<file path="config.mk">
export PLATFORM = sky130hd
export DESIGN_NAME = priority_arb_rr
export DESIGN_NICKNAME = d
export VERILOG_FILES = /design/src/rtl/noc_arb_pkg.sv /design/src/rtl/arb_pick.sv /design/src/rtl/priority_arb_rr.sv
export SDC_FILE = /design/constraint.sdc
export NUM_CORES = 1
export LEC_CHECK = 0
export ABC_CLOCK_PERIOD_IN_PS = 2000
export CAP_MARGIN = 0
export CORE_UTILIZATION = 44
export CTS_CLUSTER_SIZE = 28
export DETAILED_ROUTE_END_ITERATION = 12
export HOLD_SLACK_MARGIN = 0.05
export PLACE_DENSITY = 0.73
export SYNTH_ARGS = -nofsm -noshare
export SYNTH_HDL_FRONTEND = slang
export SYNTH_SLANG_ARGS = --single-unit
</file>
<file path="constraint.sdc">
create_clock -name clk_i -period 2 [get_ports clk_i]
set_input_delay 0.3 -clock clk_i [delete_from_list [all_inputs] [get_ports clk_i]]
set_output_delay 0.3 -clock clk_i [all_outputs]
set_load 0.02 [all_outputs]
</file>
<file path="src/rtl/noc_arb_pkg.sv">
// Shared arbiter constants: mode selectors, FSM state encoding, hold counter width.
// No logic; pure type/constant definitions.
// Not applicable (no datapath).
package noc_arb_pkg;

    localparam int MODE_FIXED = 0;
    localparam int MODE_RR    = 1;

    // Width of the lock-duration counter; saturates at all-ones.
    localparam int HOLD_W = 8;

    typedef enum logic {
        ST_IDLE   = 1'b0,
        ST_LOCKED = 1'b1
    } arb_state_e;

endpackage

</file>
<file path="src/rtl/arb_pick.sv">
// Combinational winner selection: fixed priority from index 0, or rotating scan from ptr.
// Latency: 0 cycles (pure combinational).
// Backpressure: none; the caller decides when the pick is consumed.
module arb_pick #(
    parameter int PORTS = 3,
    parameter int IDX_W = $clog2(PORTS)
) (
    input  logic [PORTS-1:0] req_i,
    input  logic [IDX_W-1:0] ptr_i,
    input  logic             mode_i,
    output logic [PORTS-1:0] winner_o,
    output logic [IDX_W-1:0] idx_o
);

    logic found;
    int   start;
    int   pos;

    // Scan upward from the start point, wrapping modulo PORTS; first set bit wins.
    always_comb begin
        winner_o = '0;
        idx_o    = '0;
        found    = 1'b0;
        start    = mode_i ? int'(ptr_i) : 0;
        pos      = 0;
        for (int k = 0; k < PORTS; k++) begin
            pos = start + k;
            if (pos >= PORTS) begin
                pos = pos - PORTS;
            end
            if (!found && req_i[pos]) begin
                found         = 1'b1;
                winner_o[pos] = 1'b1;
                idx_o         = IDX_W'(pos);
            end
        end
    end

endmodule

</file>
<file path="src/rtl/priority_arb_rr.sv">
// Circuit-style arbiter: grants one requester and holds it until release, drop or hold-limit preemption.
// Latency: grant registered 1 cycle after request; one idle cycle between consecutive grants.
// Backpressure: requesters keep req_i high until granted; a grant is held while req stays high.
module priority_arb_rr
    import noc_arb_pkg::*;
#(
    parameter int PORTS    = 3,
    parameter int MODE     = 1,
    parameter int HOLD_MAX = 0
) (
    input  logic                     clk_i,
    input  logic                     rst_n_i,
    input  logic [PORTS-1:0]         req_i,
    input  logic [PORTS-1:0]         release_i,
    output logic [PORTS-1:0]         grant_o,
    output logic                     grant_valid_o,
    output logic [$clog2(PORTS)-1:0] grant_idx_o,
    output logic                     preempt_o
);

    localparam int IDX_W = $clog2(PORTS);
    // Counter value seen during the last permitted locked cycle.
    localparam logic [HOLD_W-1:0] HOLD_LIM = (HOLD_MAX > 0) ? HOLD_W'(HOLD_MAX - 1) : '0;

    arb_state_e         state_q, state_d;
    logic [IDX_W-1:0]   ptr_q, ptr_d;
    logic [HOLD_W-1:0]  hold_cnt_q, hold_cnt_d;
    logic [PORTS-1:0]   grant_q, grant_d;
    logic [IDX_W-1:0]   grant_idx_q, grant_idx_d;
    logic               grant_valid_q, grant_valid_d;
    logic               preempt_q, preempt_d;

    logic [PORTS-1:0]   pick_winner;
    logic [IDX_W-1:0]   pick_idx;
    logic               owner_release;
    logic               owner_drop;
    logic               other_req;
    logic               hold_hit;

    arb_pick #(
        .PORTS (PORTS),
        .IDX_W (IDX_W)
    ) u_pick (
        .req_i    (req_i),
        .ptr_i    (ptr_q),
        .mode_i   (MODE == MODE_RR),
        .winner_o (pick_winner),
        .idx_o    (pick_idx)
    );

    // Release bits of non-owners are masked off by ANDing with the current grant.
    always_comb begin
        owner_release = |(release_i & grant_q);
        owner_drop    = ~|(req_i & grant_q);
        other_req     = |(req_i & ~grant_q);
        hold_hit      = (HOLD_MAX > 0) && (hold_cnt_q == HOLD_LIM) && other_req;
    end

    // Next-state and output computation; release/drop takes precedence over preemption.
    always_comb begin
        state_d       = state_q;
        ptr_d         = ptr_q;
        hold_cnt_d    = hold_cnt_q;
        grant_d       = grant_q;
        grant_idx_d   = grant_idx_q;
        grant_valid_d = grant_valid_q;
        preempt_d     = 1'b0;
        case (state_q)
            ST_IDLE: begin
                if (|req_i) begin
                    state_d       = ST_LOCKED;
                    grant_d       = pick_winner;
                    grant_idx_d   = pick_idx;
                    grant_valid_d = 1'b1;
                    hold_cnt_d    = '0;
                    if (MODE == MODE_RR) begin
                        ptr_d = (pick_idx == IDX_W'(PORTS - 1)) ? '0 : pick_idx + IDX_W'(1);
                    end
                end
            end
            ST_LOCKED: begin
                if (owner_release || owner_drop || hold_hit) begin
                    state_d       = ST_IDLE;
                    grant_d       = '0;
                    grant_idx_d   = '0;
                    grant_valid_d = 1'b0;
                    preempt_d     = !(owner_release || owner_drop);
                end else if (hold_cnt_q != '1) begin
                    hold_cnt_d = hold_cnt_q + HOLD_W'(1);
                end
            end
            default: begin
                state_d = ST_IDLE;
            end
        endcase
    end

    // State and registered outputs; reset clears everything including a live grant.
    always_ff @(posedge clk_i or negedge rst_n_i) begin
        if (!rst_n_i) begin
            state_q       <= ST_IDLE;
            ptr_q         <= '0;
            hold_cnt_q    <= '0;
            grant_q       <= '0;
            grant_idx_q   <= '0;
            grant_valid_q <= 1'b0;
            preempt_q     <= 1'b0;
        end else begin
            state_q       <= state_d;
            ptr_q         <= ptr_d;
            hold_cnt_q    <= hold_cnt_d;
            grant_q       <= grant_d;
            grant_idx_q   <= grant_idx_d;
            grant_valid_q <= grant_valid_d;
            preempt_q     <= preempt_d;
        end
    end

    assign grant_o       = grant_q;
    assign grant_valid_o = grant_valid_q;
    assign grant_idx_o   = grant_idx_q;
    assign preempt_o     = preempt_q;

endmodule

</file>
* Word-level counts from Yosys, hierarchy flattened
Cells that the tools add are included.
** Cells by class
- Mux-type cells :: 41
- Order comparisons :: 9
- Bitwise gates (word level) :: 5
- $add $sub $neg :: 6
- Reduce and logical (&&, ||, !) cells :: 15
- Equality and inequality tests :: 3
** Operator list (number)
- $ge A32 B1 Y1 const B :: 3
- $lt A32 B4 Y1 const B :: 3
- $mux W32 :: 3
- $ge A32 B3 Y1 const B :: 2
- $sub A32 B3 Y32 const B :: 2
- $mux W1 :: 17
- $mux W3 :: 5
- $mux W2 :: 6
- $reduce_or A3 Y1 :: 3
- $and A3 B3 Y3 :: 2
- $bmux W1 S2 :: 3
- $demux W1 S2 :: 3
- $or A3 B3 Y3 :: 2
- $pmux W3 S2 :: 1
- $logic_and A1 B1 Y1 :: 5
- $logic_not A1 Y1 :: 4
- $pmux W1 S2 :: 2
- $pmux W2 S2 :: 1
- $reduce_and A2 Y1 :: 2
- $add A2 B1 Y3 const B :: 1
- $add A2 B2 Y3 const B :: 1
- $sub A2 B2 Y3 const B :: 1
- $add A2 B1 Y2 const B :: 1
- $eq A2 B2 Y1 const B :: 1
- other kinds (5) :: 5
** Word-level totals
- Output and inout bits :: 7
- Bits in registers :: 10
- Word-level logic and storage cells :: 85
- Bits of input ports :: 8

* Longest topological paths before layout
- Word-level depth :: 14
- Depth in mapped cells :: 8
- Mapped depth without buffers :: 7

* Hierarchy
A second synthesis with hierarchy kept.
** Second synthesis, totals
- Cell total of the unflattened synthesis :: 86
- Area total of the unflattened synthesis :: 750.7 µm²
** By module, submodules not included
- priority_arb_rr :: sequential area each 225.2 µm², area an instance 435.4 µm², cells an instance 44, instances 1
- arb_pick :: sequential area each 0.0 µm², area an instance 315.3 µm², cells an instance 42, instances 1

* Worst setup path before layout
No wires, ideal clock.
- Kind :: reg-to-reg
- Start :: register ptr_q[1]
- End :: register ptr_q[0]
- Data required time :: 1.879 ns
- Setup slack :: 0.085 ns
- Arrival time :: 1.794 ns
- Cell stages (with the launch flop) :: 8
- Path buffers :: 0
- Period minus slack after synthesis :: 1.915 ns
- Path through :: dfrtp_1 -> inv_1 -> ha_1 -> mux2_4 -> mux2_4 -> o21ai_1 -> o21ai_0 -> a22o_1
** On the way
- Cells in the longest elaborated chain, start to end :: 14
- Elaborated cells between the ends (all ways) :: 32
- Those cells by class :: add/sub: 6; order compare: 3; eq/ne: 1; mux: 18; reduce/logical: 4
** RTL lines
- start, declared :: RTL line priority_arb_rr.sv:26 : logic [IDX_W-1:0] ptr_q, ptr_d;
- start signal, assigned :: RTL line priority_arb_rr.sv:110 : ptr_q <= ptr_d;
- branches (longest 11 deep; another with $sub A32 B3 Y32)
- $mux W2 * :: RTL line arb_pick.sv:31 : if (!found && req_i[pos]) begin
- $add A2 B1 Y2 or $eq A2 B2 Y1 (tied branches) :: RTL line priority_arb_rr.sv:77 : ptr_d = (pick_idx == IDX_W'(PORTS - 1)) ? '0 : pick_idx + IDX_W'(1);
- $mux W2 * :: RTL line priority_arb_rr.sv:77
Every way passes the cells marked *. The select of a mux whose other input is x is not followed.
A chain may end at the register's enable or synchronous reset.

* Worst setup path in the final report
Same ends and word-level chain as after synthesis.

==> qor.csv <==
stage,metric,value,unit
timing,setup_slack,0.116,ns
power,p_leak,0.421,nW
grt,grt_usage,0.207,
grt,grt_pass1_vias,623,
final_layout,finalInstanceArea,973,sq um
flow_run,drv_cap,0,
die,die_y,42.9,um
drt,via_count,653,
synth,synth.ff_latch_count,9,
grt,antenna_found_initial,0,
cts,worst_skew_pair.late_latency,0.27,ns
grt,globalRouteOverflowTotal,0,
timing,post-route-period-util,0.942,
cts,clock-root-buffer,clkbuf_4,
drt,vias_per_cell,5.63,
grt,grt_first_pass_wirelength,2790,um
placement,pre_cts_ws,-0.0519,ns
timing,maxClockFrequency,0.531,GHz
drt,detail_route.wl_per_cell,14.3,um
synth,ys_seq_area_frac,0.307,
synth,synth-edff-count,0,
synth,synth_ff_type,dfrtp_1,
drt,drt_wl_total,1660,um
timing,finalHoldViolCount,0,
die,io_pins,15,
final_layout,multi_input_area,482,sq um
grt,top_usage_layer,met2,
die,rows,14,
critical_path,setup.worst_path.end_class,flip-flop,
cts,cts_buffers,3,
synth,async_flop_share,1.00,
critical_path,max_stage_delay,0.41,ns
power,peakVddDrop,0.843,mV
critical_path,crit_fanout,4,
cts,postCtsHoldBufs,0,
drt,drc,0,
synth,yosys_warnings,0,
synth,synth_cell_type_count,35,
critical_path,crit_top_cell,mux2_4,
placement,hpwl,1310,um
critical_path,critPathKind,flip-flop to flip-flop,
final_layout,regArea,225,sq um
synth,synthesis.nets,89,
synth,synth.most_common_cell,o21ai_0,
synth,yosys-top-cells-area,"dfrtp_1, ha_1, o21ai_0",
final_layout,area_growth,32.5,%
die,design.core.area,0.00152,sq mm
cts,path_clk_slew,0.06,ns
cts,cts_htree_levels,1,
synth,synthTopCellsByCount,"o21ai_0, dfrtp_1, nand2_1",
critical_path,cp_slowest_cell,dfrtp_1,
cts,max-clock-path-buffers,2,
grt,grtUsageMet2,0.342,
power,power_density,1620,mW/mm^2
critical_path,path_buf_inv,1,
placement,numPortBuffers,13,
power,power,1.58,mW
final_layout,drive_above_1_share,0.260,
die,initial_core_util,0.482,
final_layout,num_antenna_cells,0,
critical_path,critPathArrivalTime,2.08,ns
grt,grtUsageMet1,0.252,
placement,gp_congestion,0.826,
outcome,status,completed,
die,die_width,42.9,um
grt,grt_max_degree,10,
cts,cts.sinks,9,
timing,finalMaxSlewViolations,0,
timing,setup_viol,0,
synth,yosysTopAreaCellShare,0.307,
final_layout,fillCellCount,123,
final_layout,fin_cells,116,
critical_path,cp.required,2.19,ns
cts,cts_tree,yes,
min_path,hold_class,primary input to asynchronous set/reset pin,
synth,avgSynthCellArea,9.54,sq um
drt,antenna_left,0,
die,dieArea,0.00184,sq mm
synth,synth_largest_area_cell,dfrtp_1,
synth,netlist_instances,77,
drt,drt_iter0_markers,26,
critical_path,crit_chain,"inv_1, ha_4, mux2_4, mux2_4, nor4b_2, a31o_2, a22o_1",
grt,grtUsageMet3,0.0681,
final_layout,nets,113,
timing,period_needed,1.88,ns
drt,first_pass_iters,4,
synth,syn_area,734,sq um
timing,finClkSkew,0.0128,ns
placement,place_area,920,sq um
critical_path,critical-path-top-delay-family,multiplexers,
placement,place_inst,112,
critical_path,critPathLaunchType,flip-flop,
==> report_power, final <==
| part | switching (mW) | internal (mW) |
|---|---|---|
| sequential | 0.0690 | 0.260 |
| combinational | 0.545 | 0.564 |
| clock | 0.0627 | 0.0767 |
==> what timing repair did <==
action	in CTS	in global routing
endpoints found under the setup margin	1	5
resized for setup	1	6
cloned	0	0
setup buffers	0	0
pin swaps	0	0
==> logic make-up (layout without fill, tap and decap cells) <==
logic type / count (synthesis) / count (layout) / share of synthesized area
muxes: 7 / 7 / 0.128
and+or+nand+nor: 24 / 24 / 0.194
buffers and inverters: 8 / 31 / 0.0749
DFF: 9 / 9 / 0.307
other: 1 / 1 / 0.00511
adders and majority gates: 4 / 4 / 0.0681
AOI/OAI and AO/OA: 24 / 24 / 0.223
==> cell usage in the layout (no fill, tap or decap), types with 2 or more instances in the layout <==
cell / count
clkdlybuf4s50_1: 13
buf_4: 10
dfrtp_1: 9
o21ai_0: 8
nand2_1: 7
inv_1: 4
nor2_1: 4
o21ai_1: 3
clkbuf_4: 3
a222oi_1: 2
mux2_4: 2
and2b_2: 2
mux2i_4: 2
nand3b_1: 2
o21a_1: 2
a22o_1: 2
mux2i_1: 2
nand3_1: 2
ha_1: 2
==> final cells by class <==
class / instances / area share
clock buffer: 4 / 0.0270
inverter: 4 / 0.0154
multi-input combinational: 60 / 0.495
sequential: 9 / 0.231
tap: 16 / 0.0206
timing repair buffer: 23 / 0.211
==> metrics by stage <==
stage	TNS (ns)	hold WS, ns	utilization
after detailed placement	-0.0519	0.466	0.603
after CTS	0	0.334	0.623
after floorplan	0	0.00441	-
after global placement	-0.0132	0.461	0.603
final	0	0.326	0.639
after global routing	-0.00840	0.357	0.639
==> worst paths after layout <==
kind / startpoint / endpoint / slack (ns) / cells past startpoint
max: ptr_q[1]$_DFFE_PN0P_ / ptr_q[0]$_DFFE_PN0P_ / 0.12 / 7
min: rst_n_i / grant_o[2]$_DFFE_PN0P_ / 0.33 / 1
max reg2reg: ptr_q[1]$_DFFE_PN0P_ / ptr_q[0]$_DFFE_PN0P_ / 0.12 / 7
min reg2reg: grant_valid_o$_DFFE_PN0P_ / grant_valid_o$_DFFE_PN0P_ / 0.48 / 2
max in group asynchronous: rst_n_i / ptr_q[1]$_DFFE_PN0P_ / 1.37 / 1
min in group clk_i: grant_valid_o$_DFFE_PN0P_ / grant_valid_o$_DFFE_PN0P_ / 0.48 / 2
==> registers in the layout (all words and copies together) (netlist names) <==
register and count:
grant_o 3, grant_idx_o 2, ptr_q 2, grant_valid_o 1, state_q 1
==> routing by layer <==
layer | vias to the layer above | routed length (um)
li1 | 325 | -
met1 | 312 | 750
met4 | 0 | 0
met5 | - | 0
met3 | 0 | 84
met2 | 16 | 822
Power figures use the tool's default switching activity.
